**src/rtl/div_signed_iter_if.sv**
```systemverilog
// Operand/result bundle for div_signed_iter: valid/ready operand side plus the
// registered result strobe, quotient, remainder and exception flags.
interface div_signed_iter_if #(
  parameter int WIDTH = 16
) ();
  logic                    in_valid;
  logic                    in_ready;
  logic signed [WIDTH-1:0] A;
  logic signed [WIDTH-1:0] B;
  logic                    out_valid;
  logic signed [WIDTH-1:0] Q;
  logic signed [WIDTH-1:0] R;
  logic                    div_zero;
  logic                    ovf;

  modport master (
    output in_valid, A, B,
    input  in_ready, out_valid, Q, R, div_zero, ovf
  );

  modport slave (
    input  in_valid, A, B,
    output in_ready, out_valid, Q, R, div_zero, ovf
  );
endinterface

```
**src/rtl/div_signed_iter.sv**
```systemverilog
// Iterative radix-2 restoring signed divider (truncating; Q*B + R = A).
// Define DIV_SIGNED_ROUND_EN to round the quotient to nearest, ties away from zero.
module div_signed_iter #(
  parameter int WIDTH = 16,
  parameter int CNT_W = 5
) (
  input logic               clk,
  input logic               rst_n,
  input logic               CE,
  input logic               SCLR,
  div_signed_iter_if.slave  bus
);

  localparam logic [1:0]       S_IDLE = 2'd0;
  localparam logic [1:0]       S_CALC = 2'd1;
  localparam logic [1:0]       S_SIGN = 2'd2;
  localparam logic [WIDTH-1:0] ONE    = {{(WIDTH-1){1'b0}}, 1'b1};
  localparam logic [WIDTH-1:0] MAXP   = {1'b0, {(WIDTH-1){1'b1}}};
  localparam logic [WIDTH-1:0] MINN   = {1'b1, {(WIDTH-1){1'b0}}};
  localparam logic [CNT_W-1:0] LAST   = CNT_W'(WIDTH-1);

  function automatic logic [WIDTH-1:0] apply_sign(input logic neg, input logic [WIDTH-1:0] m);
    return neg ? (~m + ONE) : m;
  endfunction

  // Magnitude of -2^(W-1) wraps to itself, which is correct read as unsigned.
  function automatic logic [WIDTH-1:0] magnitude(input logic [WIDTH-1:0] x);
    return apply_sign(x[WIDTH-1], x);
  endfunction

`ifdef DIV_SIGNED_ROUND_EN
  function automatic logic round_up(input logic [WIDTH-1:0] r, input logic [WIDTH-1:0] d);
    return {r, 1'b0} >= {1'b0, d};
  endfunction
`endif

  logic [1:0]              state_q,  state_d;
  logic [CNT_W-1:0]        cnt_q,    cnt_d;
  logic [WIDTH-1:0]        wq_q,     wq_d;
  logic [WIDTH-1:0]        rem_q,    rem_d;
  logic [WIDTH-1:0]        dvs_q,    dvs_d;
  logic [WIDTH-1:0]        a_q,      a_d;
  logic                    sgn_a_q,  sgn_a_d;
  logic                    sgn_q_q,  sgn_q_d;
  logic                    dz_q,     dz_d;
  logic                    ov_q,     ov_d;
  logic signed [WIDTH-1:0] q_q,      q_d;
  logic signed [WIDTH-1:0] r_q,      r_d;
  logic                    dzo_q,    dzo_d;
  logic                    ovo_q,    ovo_d;
  logic                    vld_q,    vld_d;

  logic [WIDTH:0]          rem_sh;
  logic [WIDTH:0]          diff;
  logic                    q_bit;
  logic [WIDTH-1:0]        mq, mr;
  logic                    r_neg;
  logic [WIDTH-1:0]        q_res, r_res;

  // Restoring step: wq_q shifts the dividend out at the top while quotient bits enter at the bottom.
  always_comb begin
    rem_sh = {rem_q, wq_q[WIDTH-1]};
    diff   = rem_sh - {1'b0, dvs_q};
    q_bit  = ~diff[WIDTH];
  end

  always_comb begin
    mq    = wq_q;
    mr    = rem_q;
    r_neg = sgn_a_q;
`ifdef DIV_SIGNED_ROUND_EN
    if (round_up(mr, dvs_q)) begin
      mq    = mq + ONE;
      mr    = dvs_q - mr;
      r_neg = ~sgn_a_q;
    end
`endif
    q_res = apply_sign(sgn_q_q, mq);
    r_res = apply_sign(r_neg, mr);
    if (dz_q) begin
      q_res = sgn_a_q ? MINN : MAXP;
      r_res = a_q;
    end else if (ov_q) begin
      q_res = MAXP;
      r_res = '0;
    end
  end

  always_comb begin
    state_d = state_q;
    cnt_d   = cnt_q;
    wq_d    = wq_q;
    rem_d   = rem_q;
    dvs_d   = dvs_q;
    a_d     = a_q;
    sgn_a_d = sgn_a_q;
    sgn_q_d = sgn_q_q;
    dz_d    = dz_q;
    ov_d    = ov_q;
    q_d     = q_q;
    r_d     = r_q;
    dzo_d   = dzo_q;
    ovo_d   = ovo_q;
    vld_d   = 1'b0;
    case (state_q)
      S_IDLE: begin
        if (bus.in_valid) begin
          wq_d    = magnitude(bus.A);
          dvs_d   = magnitude(bus.B);
          a_d     = bus.A;
          sgn_a_d = bus.A[WIDTH-1];
          sgn_q_d = bus.A[WIDTH-1] ^ bus.B[WIDTH-1];
          dz_d    = (bus.B == '0);
          ov_d    = (bus.A == MINN) && (bus.B == '1);
          rem_d   = '0;
          cnt_d   = '0;
          state_d = S_CALC;
        end
      end
      S_CALC: begin
        wq_d  = {wq_q[WIDTH-2:0], q_bit};
        rem_d = q_bit ? diff[WIDTH-1:0] : rem_sh[WIDTH-1:0];
        cnt_d = cnt_q + CNT_W'(1);
        if (cnt_q == LAST) state_d = S_SIGN;
      end
      S_SIGN: begin
        q_d     = q_res;
        r_d     = r_res;
        dzo_d   = dz_q;
        ovo_d   = ov_q;
        vld_d   = 1'b1;
        state_d = S_IDLE;
      end
      default: state_d = S_IDLE;
    endcase
    if (SCLR) begin
      state_d = S_IDLE;
      cnt_d   = '0;
      wq_d    = '0;
      rem_d   = '0;
      dvs_d   = '0;
      a_d     = '0;
      sgn_a_d = 1'b0;
      sgn_q_d = 1'b0;
      dz_d    = 1'b0;
      ov_d    = 1'b0;
      q_d     = '0;
      r_d     = '0;
      dzo_d   = 1'b0;
      ovo_d   = 1'b0;
      vld_d   = 1'b0;
    end
  end

  always_ff @(posedge clk or negedge rst_n) begin
    if (!rst_n) begin
      state_q <= S_IDLE;
      cnt_q   <= '0;
      wq_q    <= '0;
      rem_q   <= '0;
      dvs_q   <= '0;
      a_q     <= '0;
      sgn_a_q <= 1'b0;
      sgn_q_q <= 1'b0;
      dz_q    <= 1'b0;
      ov_q    <= 1'b0;
      q_q     <= '0;
      r_q     <= '0;
      dzo_q   <= 1'b0;
      ovo_q   <= 1'b0;
      vld_q   <= 1'b0;
    end else if (CE) begin
      state_q <= state_d;
      cnt_q   <= cnt_d;
      wq_q    <= wq_d;
      rem_q   <= rem_d;
      dvs_q   <= dvs_d;
      a_q     <= a_d;
      sgn_a_q <= sgn_a_d;
      sgn_q_q <= sgn_q_d;
      dz_q    <= dz_d;
      ov_q    <= ov_d;
      q_q     <= q_d;
      r_q     <= r_d;
      dzo_q   <= dzo_d;
      ovo_q   <= ovo_d;
      vld_q   <= vld_d;
    end
  end

  assign bus.in_ready  = (state_q == S_IDLE);
  assign bus.out_valid = vld_q;
  assign bus.Q         = q_q;
  assign bus.R         = r_q;
  assign bus.div_zero  = dzo_q;
  assign bus.ovf       = ovo_q;

endmodule

```
**src/flat_wrapper.sv**
```systemverilog
// flat-port wrapper written by rule: the top's interface ports become plain ports
module div_signed_iter_flat 
#(
  parameter int WIDTH = 16,
  parameter int CNT_W = 5
)
  (clk, rst_n, CE, SCLR, bus_in_valid, bus_A, bus_B, bus_in_ready, bus_out_valid, bus_Q, bus_R, bus_div_zero, bus_ovf);
  div_signed_iter_if #(.WIDTH(WIDTH)) bus_i ();
  input logic clk;
  input logic rst_n;
  input logic CE;
  input logic SCLR;
  input wire logic [$bits(bus_i.in_valid)-1:0] bus_in_valid;
  input wire logic [$bits(bus_i.A)-1:0] bus_A;
  input wire logic [$bits(bus_i.B)-1:0] bus_B;
  output wire logic [$bits(bus_i.in_ready)-1:0] bus_in_ready;
  output wire logic [$bits(bus_i.out_valid)-1:0] bus_out_valid;
  output wire logic [$bits(bus_i.Q)-1:0] bus_Q;
  output wire logic [$bits(bus_i.R)-1:0] bus_R;
  output wire logic [$bits(bus_i.div_zero)-1:0] bus_div_zero;
  output wire logic [$bits(bus_i.ovf)-1:0] bus_ovf;
  assign bus_i.in_valid = bus_in_valid;
  assign bus_i.A = bus_A;
  assign bus_i.B = bus_B;
  assign bus_in_ready = bus_i.in_ready;
  assign bus_out_valid = bus_i.out_valid;
  assign bus_Q = bus_i.Q;
  assign bus_R = bus_i.R;
  assign bus_div_zero = bus_i.div_zero;
  assign bus_ovf = bus_i.ovf;
  div_signed_iter #(.WIDTH(WIDTH), .CNT_W(CNT_W)) u_core (.clk(clk), .rst_n(rst_n), .CE(CE), .SCLR(SCLR), .bus(bus_i));
endmodule
```
**config.mk**
```make
export PLATFORM = sky130hd
export DESIGN_NAME = div_signed_iter_flat
export DESIGN_NICKNAME = d
export VERILOG_FILES = /design/src/rtl/div_signed_iter_if.sv /design/src/rtl/div_signed_iter.sv /design/src/flat_wrapper.sv
export SDC_FILE = /design/constraint.sdc
export NUM_CORES = 1
export LEC_CHECK = 0
export CORE_UTILIZATION = 57
export DETAILED_ROUTE_END_ITERATION = 8
export PLACE_DENSITY = 0.81
export SKIP_CTS_REPAIR_TIMING = 1
export SYNTH_ARGS = -nofsm -noshare
export SYNTH_HDL_FRONTEND = slang
export SYNTH_SLANG_ARGS = --single-unit
```
**constraint.sdc**
```tcl
create_clock -name clk -period 3.06 [get_ports clk]
set_input_delay 0.765 -clock clk [delete_from_list [all_inputs] [get_ports clk]]
set_output_delay 0.765 -clock clk [all_outputs]
set_load 0.05 [all_outputs]
```
# After elaboration in Yosys (flattened, before gate mapping)
# Cells that the tools add are included.
totals:
  reg_bits: 110
  elab_cells: 96
classes:
  addsub: 6
  n_eq_ne: 7
  n_mux: 51
  n_bitwise: 6
  reduce_logical: 11
op_table:
  columns: ["cell", "count"]
  rows:
  - ["16-bit two-way mux", 24]
  - ["16-bit by 1-bit adder with 16-bit output (second input constant)", 4]
  - ["16-bit inverter", 4]
  - ["16-bit one-hot mux with 2 select lines", 2]
  - ["16-bit equality test (second input constant)", 2]
  - ["1-bit two-way mux", 18]
  - ["17-bit by 16-bit subtractor with 17-bit output", 1]
  - ["16-bit zero test", 1]
  - ["5-bit two-way mux", 2]
  - ["5-bit one-hot mux with 2 select lines", 1]
  - ["3-bit AND reduction", 3]
  - ["2-bit two-way mux", 3]
  - ["2-bit nonzero test", 3]
  - ["5-bit by 1-bit adder with 5-bit output (second input constant)", 1]
  - ["5-bit by 4-bit equality test with 1-bit output (second input constant)", 1]
  - ["2-bit one-hot mux with 2 select lines", 1]
  - ["3-bit by 2-bit inequality test with 1-bit output (second input constant)", 1]
  - ["3-bit inequality test (second input constant)", 1]
  - ["3-bit nonzero test", 1]
  - ["2-bit by 1-bit equality test with 1-bit output (second input constant)", 1]
  - ["2-bit equality test (second input constant)", 1]
  - ["2-bit zero test", 1]
  - ["2-bit AND reduction", 1]
  - ["1-bit logical AND", 1]
  - ["other kinds (2)", 2]

# Depth between registers and ports, before layout
depth:
  word_depth: 7
  depth_mapped: 11

# Least setup slack after synthesis
# Ideal clock, no wire load.
synth_timing:
  path_type: "reg-to-reg"
  start: "reg u_core.wq_q[15], in the netlist u_core.mq[15]"
  end: "reg u_core.rem_q[10], in the netlist u_core.mr[10]"
  setup_time_ns: 0.131
  arrival_time_ns: 2.302
  t_required_ns: 2.929
  path_slack_ns: 0.626
  path_stages_with_launch: 12
  period_less_slack_ns: 2.434
  cell_sequence: "dfrtp_1 > inv_1 > ha_1 > fa_1 > nand2b_1 > a21oi_1 > nor3b_2 > o211ai_2 > xor2_2 > buf_6 > mux2i_1 > o21ai_1"
synth_via:
  elab_chain_cells: 4
synth_rtl:
  columns: ["item", "line_no", "text"]
  rows:
  - ["start, declared", "div_signed_iter.sv:39", "logic [WIDTH-1:0] wq_q, wq_d;"]
  - ["start signal, assigned", "div_signed_iter.sv:175", "wq_q <= wq_d;"]
  - ["17-bit by 16-bit subtractor with 17-bit output", "div_signed_iter.sv:63", "diff = rem_sh - {1'b0, dvs_q};"]
  - ["16-bit two-way mux", "div_signed_iter.sv:122", "rem_d = q_bit ? diff[WIDTH-1:0] : rem_sh[WIDTH-1:0];"]
  - ["16-bit one-hot mux with 2 select lines", "div_signed_iter.sv:105", "case (state_q)"]
  - ["16-bit two-way mux", "div_signed_iter.sv:136", "if (SCLR) begin"]
  - ["end signal, assigned", "div_signed_iter.sv:176", "rem_q <= rem_d;"]
  - ["end, declared", "div_signed_iter.sv:40", "logic [WIDTH-1:0] rem_q, rem_d;"]
# No other way between the ends.
# A chain may end at the register's enable or synchronous reset.

# Final worst setup path
# Same ends and word-level chain as after synthesis.

==> results.ini <==
[placed_design]
post-place-cells=907
port_buffers=72
dp_hpwl_um=12600
gp_congestion=0.912

[timing]
finalMaxSlewViolations=0
hold_viol=0
worst_pin_slew_ns=0.705
finalCriticalPeriod_ns=2.78
grt_setup_unrepaired=false
slew_headroom_pct=53.0
fin_skew_ns=0.00695
setup_viol=0
post-route-period-util_pct=90.9
max_freq_ghz=0.359
tns_ns=0

[synthesis]
synthCells=707
async_flop_share_pct=100
postSynthAreaPerCell_sq_um=9.21
synth_cell_type_count=62
synth_warnings=0
yosysSeqAreaShare_pct=41.9
ys_ff_latch=109
syn_area_sq_um=6510
synth_ff_type=dfrtp_1
synth_edf_count=0
syn_nets=768

[cells_and_area]
stdcell_count=923
drive_gt1_share_pct=7.66
syn_to_final_growth_pct=19.2
layout_common_cells=dfrtp_1, nand2_1, o21ai_0
insertedDiodeCount=0
nFillCells=843
nets=839
mostFrequentLayoutCell=dfrtp_1

[grt]
grt_max_degree=62
first_global_vias=5679
track_usage_pct=30.0
overflow=0
grt_antenna_before_repair=0
grt_pass1_wl_um=27300

[floorplanning]
die_h_um=109
initial_core_util_pct=59.3
io_pins=73
fp.dieArea_sq_um=11900
rows=38
core_sq_um=11000
die_w_um=109

[routing]
wl_met1_um=6880
wl_met2_um=8140
top_layer=met4
vias=5711
wl_met3_um=1080
drc_errors=0
wl_per_cell_um=18.0
wl_um=16600
first_pass_iters=5
drtIter0Drc=451
viasPerCell=6.19
ant_nets=0

[pwr]
power.density_nw_per_um2=755
ir_drop_v=0.000674
power_mw=5.86
p_leak_nw=3.48

[critical_path]
r2r_start=u_core.mq[15]$_DFFE_PN0P_
setup.worst_path.end_class=flip-flop
crit_path_start_kind=flip-flop
reg2reg_depth=11
cp_max_fo=21
rrSetupSlack_ns=0.28
critPathLaunch=u_core.mq[15]$_DFFE_PN0P_
worstSetupPathType=flip-flop to flip-flop
crit_arrival_ns=3.03
required_ns=3.30

[clock_tree]
clock_latency_ns=0.36
numCtsBuffers=9
htreeDepth=3
clk_pin_slew_ns=0.07
cts.sinks=109
cts_tree=yes
root_buffer=clkbuf_16
cts_buffer_depth=2

[outcome]
status=complete, no violations

[job]
maxCapViolations=0

[hold_path]
min_path_type=input port to async pin

-- layer usage --
layer,vias to the layer above,global-route usage (%)
li1,2703,-
met1,2754,36.7
met2,215,50.9
met3,39,6.87
met4,0,12.3
met5,-,0
-- path summary, 6_finish.rpt --
path	end
hold reg to reg	u_core.dvs_q[2]$_DFFE_PN0P_
setup reg to reg	u_core.mr[10]$_DFFE_PN0P_
hold / removal	u_core.bus.Q[7]$_DFFE_PN0P_
min in group clk	u_core.dvs_q[2]$_DFFE_PN0P_
max in group asynchronous	u_core.dz_q$_DFFE_PN0P_
setup / recovery	u_core.mr[10]$_DFFE_PN0P_
-- report_power, final --
| part | total [mW] | switching (mW) | internal (mW) |
|---|---|---|---|
| combinational | 2.93 | 1.58 | 1.36 |
| sequential | 1.82 | 0.236 | 1.58 |
| clock | 1.11 | 0.550 | 0.557 |
| total | 5.86 | 2.36 | 3.50 |
-- layout make-up --
| type | count | area (sq um) | share of cell area [%] |
|---|---|---|---|
| Multi-Input combinational cell | 524 | 3510 | 45.2 |
| Sequential cell | 109 | 2730 | 35.1 |
| Timing Repair Buffer | 98 | 938 | 12.1 |
| Clock buffer | 9 | 225 | 2.90 |
| Tap cell | 140 | 175 | 2.26 |
| Inverter | 36 | 135 | 1.74 |
| Clock inverter | 7 | 50.0 | 0.645 |
-- cell usage after synthesis, drive strengths merged (11+ instances only) --
master | instances | area (sq um)
o21ai | 92 | 460
a21oi | 17 | 85.1
a22oi | 28 | 210
xor2 | 49 | 437
a22o | 29 | 254
dfrtp | 109 | 2730
inv | 36 | 135
o31ai | 21 | 158
ha | 23 | 288
xnor2 | 13 | 114
mux2i | 14 | 140
nand2 | 86 | 325
clkbuf | 34 | 128
nor2 | 27 | 101
or4 | 11 | 90.1
-- metrics by stage --
step | utilization (%) | hold slack, ns | area [sq um] | setup slack (ns)
floorplan | - | 0.449 | 6510 | 0.626
global placement | 68.2 | 0.464 | 7490 | 0.133
detailed placement | 68.2 | 0.472 | 7490 | 0.0301
global route | 70.7 | 0.428 | 7760 | 0.140
CTS | 70.7 | 0.397 | 7760 | 0.291
finish | 70.7 | 0.389 | 7760 | 0.277
-- critical path, cell delays in order (launching register included) --
cell and delay (ns):
dfrtp_1 0.37, inv_1 0.11, ha_1 0.25, fa_1 0.39, nand2b_1 0.19, a21oi_1 0.27
nor3b_2 0.14, o211ai_2 0.23, xor2_2 0.21, buf_12 0.20, mux2i_1 0.22, o21ai_1 0.08
-- flip-flops by register name, indices dropped and copies added, names as in the netlist, 2 cells and up --
| register | count |
|---|---|
| u_core.bus.Q | 16 |
| u_core.cnt_q | 5 |
| u_core.a_q | 16 |
| u_core.state_q | 2 |
| u_core.mr | 16 |
| u_core.bus.R | 16 |
| u_core.dvs_q | 16 |
| u_core.mq | 16 |
-- kinds of logic (layout without fill, tap and decap cells) --
kind of cell | Yosys count | after routing | share of synthesized area (%)
compound gates | 231 | 231 | 23.6
xor+xnor | 62 | 62 | 8.45
fa+ha+maj | 24 | 24 | 4.73
buf+inv | 74 | 150 | 4.44
flops | 109 | 109 | 41.9
mux | 15 | 15 | 2.32
simple gates | 192 | 192 | 14.6
(Power assumes the default switching activity.)
